## src/rtl/idx_resp_demux_pkg.sv

```systemverilog
// Shared types and helpers for the indexed response demultiplexer.
//   err_event_e : classification of a protocol error event seen in one cycle
//   idx_width() : index/pointer width for n items, never below one bit
package idx_resp_demux_pkg;

  typedef enum logic [1:0] {
    ERR_NONE      = 2'd0,
    ERR_OVERFLOW  = 2'd1,
    ERR_UNDERFLOW = 2'd2,
    ERR_IDX_RANGE = 2'd3
  } err_event_e;

  function automatic int unsigned idx_width(input int unsigned n);
    return (n > 1) ? $clog2(n) : 1;
  endfunction

endpackage

```

## src/rtl/idx_resp_demux_fifo.sv

```systemverilog
// In-order index FIFO that tracks which requester owns each outstanding
// transaction. No fall-through: a pushed entry is visible at data_o from
// the following cycle. Pointers wrap at Depth-1, so Depth need not be a
// power of two.
// Ports:
//   clk_i, rst_i    : clock, synchronous active-high reset
//   flush_i         : synchronous clear of pointers/count, beats push/pop
//   push_i, data_i  : enqueue request and index
//   pop_i, data_o   : dequeue request and head index
//   full_o, empty_o : occupancy flags derived from the registered count
//   count_o         : number of stored entries
module idx_resp_demux_fifo
  import idx_resp_demux_pkg::*;
#(
  parameter int unsigned Depth = 8,
  parameter int unsigned Width = 2,
  localparam int unsigned PtrWidth = idx_width(Depth),
  localparam int unsigned CntWidth = $clog2(Depth + 1)
) (
  input  logic                clk_i,
  input  logic                rst_i,
  input  logic                flush_i,
  input  logic                push_i,
  input  logic [Width-1:0]    data_i,
  input  logic                pop_i,
  output logic [Width-1:0]    data_o,
  output logic                full_o,
  output logic                empty_o,
  output logic [CntWidth-1:0] count_o
);

  logic [Width-1:0]    r_mem [Depth];
  logic [PtrWidth-1:0] r_wr_ptr;
  logic [PtrWidth-1:0] r_rd_ptr;
  logic [CntWidth-1:0] r_count;
  logic                w_push;
  logic                w_pop;

  function automatic logic [PtrWidth-1:0] next_ptr(input logic [PtrWidth-1:0] p);
    return (p == PtrWidth'(Depth - 1)) ? '0 : p + 1'b1;
  endfunction

  assign empty_o = (r_count == '0);
  assign full_o  = (r_count == CntWidth'(Depth));
  assign count_o = r_count;
  assign data_o  = r_mem[r_rd_ptr];

  // A push into a full FIFO is accepted only when the head leaves in the
  // same cycle: the freed slot is the one being written.
  assign w_pop  = pop_i & ~empty_o;
  assign w_push = push_i & (~full_o | w_pop);

  always_ff @(posedge clk_i) begin
    if (rst_i || flush_i) begin
      r_wr_ptr <= '0;
      r_rd_ptr <= '0;
      r_count  <= '0;
    end else begin
      if (w_push) r_wr_ptr <= next_ptr(r_wr_ptr);
      if (w_pop)  r_rd_ptr <= next_ptr(r_rd_ptr);
      case ({w_push, w_pop})
        2'b10:   r_count <= r_count + 1'b1;
        2'b01:   r_count <= r_count - 1'b1;
        default: r_count <= r_count;
      endcase
    end
  end

  // Storage has no reset; stale contents are never observed because the
  // count gates every read.
  always_ff @(posedge clk_i) begin
    if (w_push && !flush_i && !rst_i) r_mem[r_wr_ptr] <= data_i;
  end

endmodule

```

## src/rtl/idx_resp_demux.sv

```systemverilog
// Routes in-order responses back to the requester whose request was
// forwarded by an arbiter. The winning index is recorded on each accepted
// request; each accepted response pops the head and is steered to that
// requester. Routing is combinational from the registered head.
// Handshake: a transfer happens on a side when valid and ready are both
// high at a rising edge; valid never depends on ready of the same side.
// A response whose stored index is out of range is accepted and discarded.
// Build option: define IDX_RESP_DEMUX_ERR_EN for a sticky err_o set by
// overflow, underflow or out-of-range index; otherwise err_o is 0.
// Ports:
//   clk_i, rst_i, flush_i         : clock, sync reset, sync tracking clear
//   fwd_valid_i/ready_i/idx_i     : forwarded request handshake and index
//   full_o                        : no free tracking slot (registered state)
//   rsp_valid_i/ready_o/data_i    : response from downstream
//   rsp_valid_o/ready_i/data_o    : per-requester response, data broadcast
//   outstanding_o                 : number of tracked transactions
//   err_o                         : sticky protocol error
module idx_resp_demux
  import idx_resp_demux_pkg::*;
#(
  parameter int unsigned NumOut    = 4,
  parameter int unsigned DataWidth = 32,
  parameter type         DataType  = logic [DataWidth-1:0],
  parameter int unsigned Depth     = 8,
  localparam int unsigned IdxWidth = idx_width(NumOut),
  localparam int unsigned CntWidth = $clog2(Depth + 1)
) (
  input  logic                clk_i,
  input  logic                rst_i,
  input  logic                flush_i,
  input  logic                fwd_valid_i,
  input  logic                fwd_ready_i,
  input  logic [IdxWidth-1:0] fwd_idx_i,
  output logic                full_o,
  input  logic                rsp_valid_i,
  output logic                rsp_ready_o,
  input  DataType             rsp_data_i,
  output logic [NumOut-1:0]   rsp_valid_o,
  input  logic [NumOut-1:0]   rsp_ready_i,
  output DataType             rsp_data_o,
  output logic [CntWidth-1:0] outstanding_o,
  output logic                err_o
);

  logic [IdxWidth-1:0] w_head_idx;
  logic                w_empty;
  logic                w_full;
  logic                w_push;
  logic                w_pop;
  logic                w_head_in_range;
  logic                w_sel_ready;

  idx_resp_demux_fifo #(
    .Depth (Depth),
    .Width (IdxWidth)
  ) u_fifo (
    .clk_i   (clk_i),
    .rst_i   (rst_i),
    .flush_i (flush_i),
    .push_i  (w_push),
    .data_i  (fwd_idx_i),
    .pop_i   (w_pop),
    .data_o  (w_head_idx),
    .full_o  (w_full),
    .empty_o (w_empty),
    .count_o (outstanding_o)
  );

  assign full_o          = w_full;
  assign rsp_data_o      = rsp_data_i;
  assign w_head_in_range = (32'(w_head_idx) < NumOut);

  always_comb begin
    rsp_valid_o = '0;
    w_sel_ready = 1'b0;
    for (int i = 0; i < int'(NumOut); i++) begin
      if (w_head_idx == IdxWidth'(i)) begin
        rsp_valid_o[i] = rsp_valid_i & ~w_empty;
        w_sel_ready    = rsp_ready_i[i];
      end
    end
  end

  // An out-of-range head has no consumer, so it is drained unconditionally.
  assign rsp_ready_o = ~w_empty & (~w_head_in_range | w_sel_ready);
  assign w_pop       = rsp_valid_i & rsp_ready_o;
  // full_o stays registered-only; a same-cycle pop frees the slot written.
  assign w_push      = fwd_valid_i & fwd_ready_i & (~w_full | w_pop);

`ifdef IDX_RESP_DEMUX_ERR_EN
  err_event_e w_err_evt;
  logic       r_err;

  always_comb begin
    w_err_evt = ERR_NONE;
    if (fwd_valid_i && fwd_ready_i && w_full && !w_pop) begin
      w_err_evt = ERR_OVERFLOW;
    end else if (rsp_valid_i && w_empty) begin
      w_err_evt = ERR_UNDERFLOW;
    end else if (w_push && !(32'(fwd_idx_i) < NumOut)) begin
      w_err_evt = ERR_IDX_RANGE;
    end
  end

  always_ff @(posedge clk_i) begin
    if (rst_i) begin
      r_err <= 1'b0;
    end else if (w_err_evt != ERR_NONE) begin
      r_err <= 1'b1;
    end
  end

  assign err_o = r_err;
`else
  assign err_o = 1'b0;
`endif

endmodule

```

## config.mk

```make
export PLATFORM = sky130hd
export DESIGN_NAME = idx_resp_demux
export DESIGN_NICKNAME = d
export VERILOG_FILES = /design/src/rtl/idx_resp_demux_pkg.sv /design/src/rtl/idx_resp_demux_fifo.sv /design/src/rtl/idx_resp_demux.sv
export SDC_FILE = /design/constraint.sdc
export NUM_CORES = 1
export LEC_CHECK = 0
export BUFFER_PORTS_ARGS = -buffer_cell sky130_fd_sc_hd__buf_2
export CORE_ASPECT_RATIO = 0.5
export CORE_MARGIN = 3
export CORE_UTILIZATION = 45
export CTS_CLUSTER_SIZE = 16
export DETAILED_ROUTE_END_ITERATION = 7
export GPL_TIMING_DRIVEN = 0
export PLACE_DENSITY = 0.79
export RECOVER_POWER = 100
export REMOVE_ABC_BUFFERS = 1
export SETUP_SLACK_MARGIN = 0.4
export SYNTH_ARGS = -nofsm -noshare
export SYNTH_HDL_FRONTEND = slang
export SYNTH_SLANG_ARGS = --single-unit
```

## constraint.sdc

```tcl
create_clock -name clk_i -period 4.5 [get_ports clk_i]
set_input_delay 0.675 -clock clk_i [delete_from_list [all_inputs] [get_ports clk_i]]
set_output_delay 0.675 -clock clk_i [all_outputs]
set_load 0.01 [all_outputs]
```

# Word level (Yosys, flattened, before mapping)
# Memory sizes are Yosys's and may differ from the RTL's. A register that Yosys moved wholly into a read port is not among the register bits.
# Cells that the tools add are included.
[op_classes]
n_reduce_logical = 8
n_eq_ne = 8
addsub = 4
bitwise = 11
muxes = 15
[ops]
columns = ["op", "count"]
rows = [
  ["$mux W3", 4],
  ["$mux W1", 10],
  ["$pmux W4 S2", 1],
  ["$and A1 B1 Y1", 7],
  ["$add A3 B1 Y3 const B", 2],
  ["$eq A2 B2 Y1 const B", 3],
  ["$eq A3 B3 Y1 const B", 2],
  ["$add A4 B1 Y4 const B", 1],
  ["$eq A2 B1 Y1 const B", 2],
  ["$eq A4 B4 Y1 const B", 1],
  ["$logic_not A4 Y1", 1],
  ["$sub A4 B1 Y4 const B", 1],
  ["$logic_and A1 B1 Y1", 2],
  ["$logic_not A1 Y1", 2],
  ["$logic_not A2 Y1", 1],
  ["$not A1 Y1", 2],
  ["$or A1 B1 Y1", 2],
  ["$reduce_bool A2 Y1", 1],
  ["$logic_or A1 B1 Y1", 1],
]
[totals]
regBits = 10
output_inout_bits = 43
mem_count = 1
wordCells = 50
in_bits = 44
ram_bits = 16
[mem_list]
columns = ["memory", "depth", "word_bits", "read_ports", "rd_clocked_by_memory_dff", "write_ports", "line_no", "text"]
rows = [
  ["u_fifo.r_mem", 8, 2, 1, 1, 1, "idx_resp_demux_fifo.sv:32", "logic [Width-1:0] r_mem [Depth];"],
]

# Logic depth before layout (Yosys ltp)
[depth]
word_depth = 14
ltp_mapped = 14
mapped_depth_nobuf = 13

# Cells and area by module
# A second synthesis with hierarchy kept.
[hier_totals]
hier_cells = 158
area_unflattened_um2 = 1690.4
[modules_own_cells]
columns = ["mod", "cells_per_inst", "seq_area_each_um2", "area_per_inst_um2", "instances"]
rows = [
  ["idx_resp_demux_fifo", 108, 740.7, 1342.5, 1],
  ["idx_resp_demux", 50, 0.0, 347.8, 1],
]

# Worst setup path before layout
# OpenSTA, ideal clock, no wires.
[synth_path]
kind = "reg2reg"
from = "register (tool-made name)"
to = "register u_fifo.r_count[3], in the netlist u_fifo.count_o[3]"
stages_incl_launch_ff = 15
required_ns = 4.430
arrival_ns = 3.159
n_path_buf = 1
path_slack_ns = 1.271
period_less_slack_ns = 3.229
setup_time_ns = 0.070
path_cell_list = "dfxtp_1 > buf_6 > mux4_1 > mux2i_4 > mux4_2 > a21boi_2 > nor2_2 > inv_2 > ha_1 > ha_1 > a21o_1 > a21oi_1 > xnor2_1 > or3_1 > a21oi_1"
[synth_lines]
columns = ["item", "line_no", "text"]
rows = [
  ["end signal: assignment", "idx_resp_demux_fifo.sv:62", "2'b10: r_count <= r_count + 1'b1;"],
  ["end signal: assignment", "idx_resp_demux_fifo.sv:63", "2'b01: r_count <= r_count - 1'b1;"],
  ["end signal: assignment", "idx_resp_demux_fifo.sv:64", "default: r_count <= r_count;"],
  ["end: declaration", "idx_resp_demux_fifo.sv:35", "logic [CntWidth-1:0] r_count;"],
]

==> metrics.md <==
| Metric | Value |
|---|---|
| Status | `completed` |
| Buffers on Ports | `21` |
| Gate power share | `5.2%` |
| Relative slew slack | `approximately 63%` |
| Max-Cap Viols | `0` |
| Die height | `about 50 um` |
| CP arrival | `4.11 ns` |
| Fin. max-slew vios | `0` |
| CTS Buffer Depth | `2` |
| Clock power share | `45.0%` |
| CTS Hold Bufs | `0` |
| Vias in the first global route | `1089` |
| Final setup viols | `0` |
| CTS resizes | `0` |
| Leakage | `0.0006203 uW` |
| Sequential share of the synthesized area | `43.34%` |
| Peak VDD IR | `0.2458 mV` |
| CP required | `4.71 ns` |
| H-tree Lvls | `2` |
| Crit-path slowest cell | `mux4_1` |
| Hold_ws | `approximately 0.51 ns` |
| Register bit count reported by yosys | `29` |
| Num CTS Buffers | `5` |
| Placer Congestion | `about 0.77` |
| Total gr overflow | `0` |
| Vias post-DR | `about 1.1k` |
| Distinct cells, synth | `35` |
| Worst hold path type | `flip-flop to flip-flop` |
| Most frequent cell after synthesis | `buf_4` |
| PD cells | `337.8 nW/um^2` |
| Crit path kind | `flip-flop to flip-flop` |
| Sink Count | `29` |
| Postcts setup bufs | `0` |
| Average cell area after synthesis | `10.75 sq um` |
| Critical Path Start Type | `flip-flop` |
| Post-route cell area | `1680 sq um` |
| EDFF count, synth | `16` |
| Crit share post-route | `86.75%` |
| Clk root buf | `clkbuf_8` |
| DRT iter0 DRCs | `46` |
| Fin Clk Skew | `0.007090 ns` |
| Net Sw Frac | `approximately a fifth` |
| Clk slew on worst S/H paths | `~0.06 ns` |
| Crit. End Element | `flip-flop` |
| # IOs | `87` |
| Die area | `4619 sq um` |
| Final wirelength | `3.886 mm` |
| Detail Placement HPWL | `3.057 mm` |
| Top cells by count, synth | `35 x buf_4, 16 x edfxtp_1, 13 x dfxtp_1` |
| Vias per cell | `between 5 and 6` |
| Setup TNS | `0 ns` |
| Filler Cells Inserted | `349` |
| Total power | `between 500 and 600 uW` |
| Initial antenna violation count | `0` |
| Overall routing resource usage | `between 15 and 20%` |
| First-pass GRT wire length | `between 5 and 6 mm` |
| Buf/Inv on CP | `1` |
| Core Region | `3528 sq um` |
| Top cell type's share of synthesized area | `approximately 28%` |
| Largest net degree at the start of global routing | `15` |
| Fmax | `0.2562 GHz` |
| Unrepaired setup endpoints after global routing | `no` |
| Die extent in x | `roughly 93 um` |
| Cell area after synthesis | `1709 sq um` |
| CP peak stage delay | `0.61 ns` |
| Initial core utilization | `48.44%` |
| Ranking of synthesized cells by area | `edfxtp_1 28%, buf_4 15%, dfxtp_1 15%, ha_1 5.1%, mux4_1 4.6%` |
| ANT cells | `0` |
| Area delta synth->final | `-1.684%` |
| DRC errors left | `0` |
| Crit-path cells | `mux4_1, mux2i_1, mux4_2, a21boi_2, nor2_1, inv_2, ha_1, ha_1, a21o_1, a21oi_1, xnor2_1, or3_1, a21oi_1` |
| Tightest Pin Transition | `approximately 0.53 ns` |
| Post-synth ARST share | `0%` |
| Reg power frac | `between 40% and 50%` |
| Final hold viol count | `0` |
| CTS tree | `built` |
| Synth area leader | `edfxtp_1` |
| Wire per inst | `19.14 um` |
| Top FF cell, synth | `edfxtp_1` |
| TritonRoute pass-1 iters | `4` |
| # rows | `15` |
| YS warnings | `0` |
| Share of cells above drive strength 1 | `between 10 and 15%` |
| Switching power | `112.3 uW` |
| Post-place instance area | `~1600 sq um` |
| Antenna Nets Post-Route | `0` |
| Worst skew pair latency | `0.28 ns` |
| Net count, final | `203` |
| Internal Pwr Total | `455.3 uW` |
| Max FO, Critical Path | `8` |
| Post-Synthesis Cells | `around 160` |
| Largest delay share family, worst path | `multiplexers` |
| Min Tclk post-route | `between 3 and 4 ns` |
==> path summary, 6_finish.rpt <==
kind | from | end | slack, ns | depth (start not counted)
setup / recovery | flip-flop | u_fifo.count_o[3]$_SDFFE_PP0P_ | 0.60 | 13
hold / removal | u_fifo.r_rd_ptr[0]$_SDFFE_PP0P_ | flip-flop | 0.51 | 2
setup reg to reg | flip-flop | u_fifo.count_o[3]$_SDFFE_PP0P_ | 0.60 | 13
hold reg to reg | u_fifo.r_rd_ptr[0]$_SDFFE_PP0P_ | flip-flop | 0.51 | 2
==> tightest hold or removal path: cells and delay by family, from the launching register on <==
family             cells  cell delay, ns
AOI/OAI and AO/OA      1            0.07
and+or+nand+nor        1            0.06
DFF                    1            0.32
==> layout by cell type, fill, tap and decap left out, types with 2 or more instances in the layout <==
cell / Yosys / layout
edfxtp_1: 16 / 16
dfxtp_1: 13 / 13
clkbuf_1: 0 / 13
nor2_1: 11 / 12
inv_1: 10 / 10
buf_2: 0 / 9
nor4_1: 7 / 7
nand2_1: 7 / 7
o21ai_0: 7 / 7
a21oi_1: 7 / 7
ha_1: 7 / 7
mux2i_1: 4 / 5
clkbuf_8: 0 / 5
mux4_1: 3 / 3
nand2b_1: 3 / 3
nand3_1: 3 / 3
mux4_2: 2 / 2
or2_2: 2 / 2
and3_1: 2 / 2
xor2_1: 2 / 2
or3_1: 2 / 2
==> through the flow <==
step	worst slack (ns)	cells	util (%)
3_3_place_gp	0.9120	195	45.46
3_5_place_dp	0.8365	195	45.46
4_1_cts	0.8121	203	48.48
5_1_grt	0.3779	203	47.62
2_1_floorplan	1.202	123	-
6_report	0.5964	203	47.62
==> logic make-up (layout without fill, tap and decap cells) <==
logic type	count (synthesis)	in the layout	share of synthesized area, %
muxes	10	10	10.91
xor gates and xnor gates	3	3	1.538
and+or+nand+nor	44	44	13.62
other	1	1	0.2194
adders and majority gates	8	8	6.296
AOI/OAI and AO/OA	17	17	5.637
DFF	29	29	43.34
buffers and inverters	47	40	18.45
==> power groups by stage <==
stage / clock, uW / combinational (uW) / sequential (uW)
6_report: 256 / 29.6 / 282
5_1_grt: 271 / 33.2 / 283
3_5_place_dp: 0 / 30.3 / 288
2_1_floorplan: 0 / 17.6 / 288
4_1_cts: 260 / 30.6 / 282
3_3_place_gp: 0 / 28.8 / 288
==> per-layer routing <==
| metal | part of all wire (%) | up-vias | GRT usage [%] |
|---|---|---|---|
| met5 | 0 | - | 10.71 |
| met4 | 1.1 | 0 | 5.109 |
| met3 | 14 | 4 | 14.48 |
| met2 | 39 | 72 | 21.93 |
| met1 | 46 | 515 | 21.91 |
| li1 | - | 505 | - |
==> final cells by class <==
type | instances | area, sq um | share of cell area, %
Tap cell | 51 | 63.81 | 3.797
Inverter | 11 | 41.29 | 2.457
Multi-Input combinational cell | 83 | 638.1 | 37.97
Sequential cell | 29 | 740.7 | 44.08
Clock buffer | 6 | 72.57 | 4.319
Clock inverter | 2 | 33.78 | 2.010
Timing Repair Buffer | 21 | 90.09 | 5.361
Note: power is estimated with default switching activity, not from simulation.
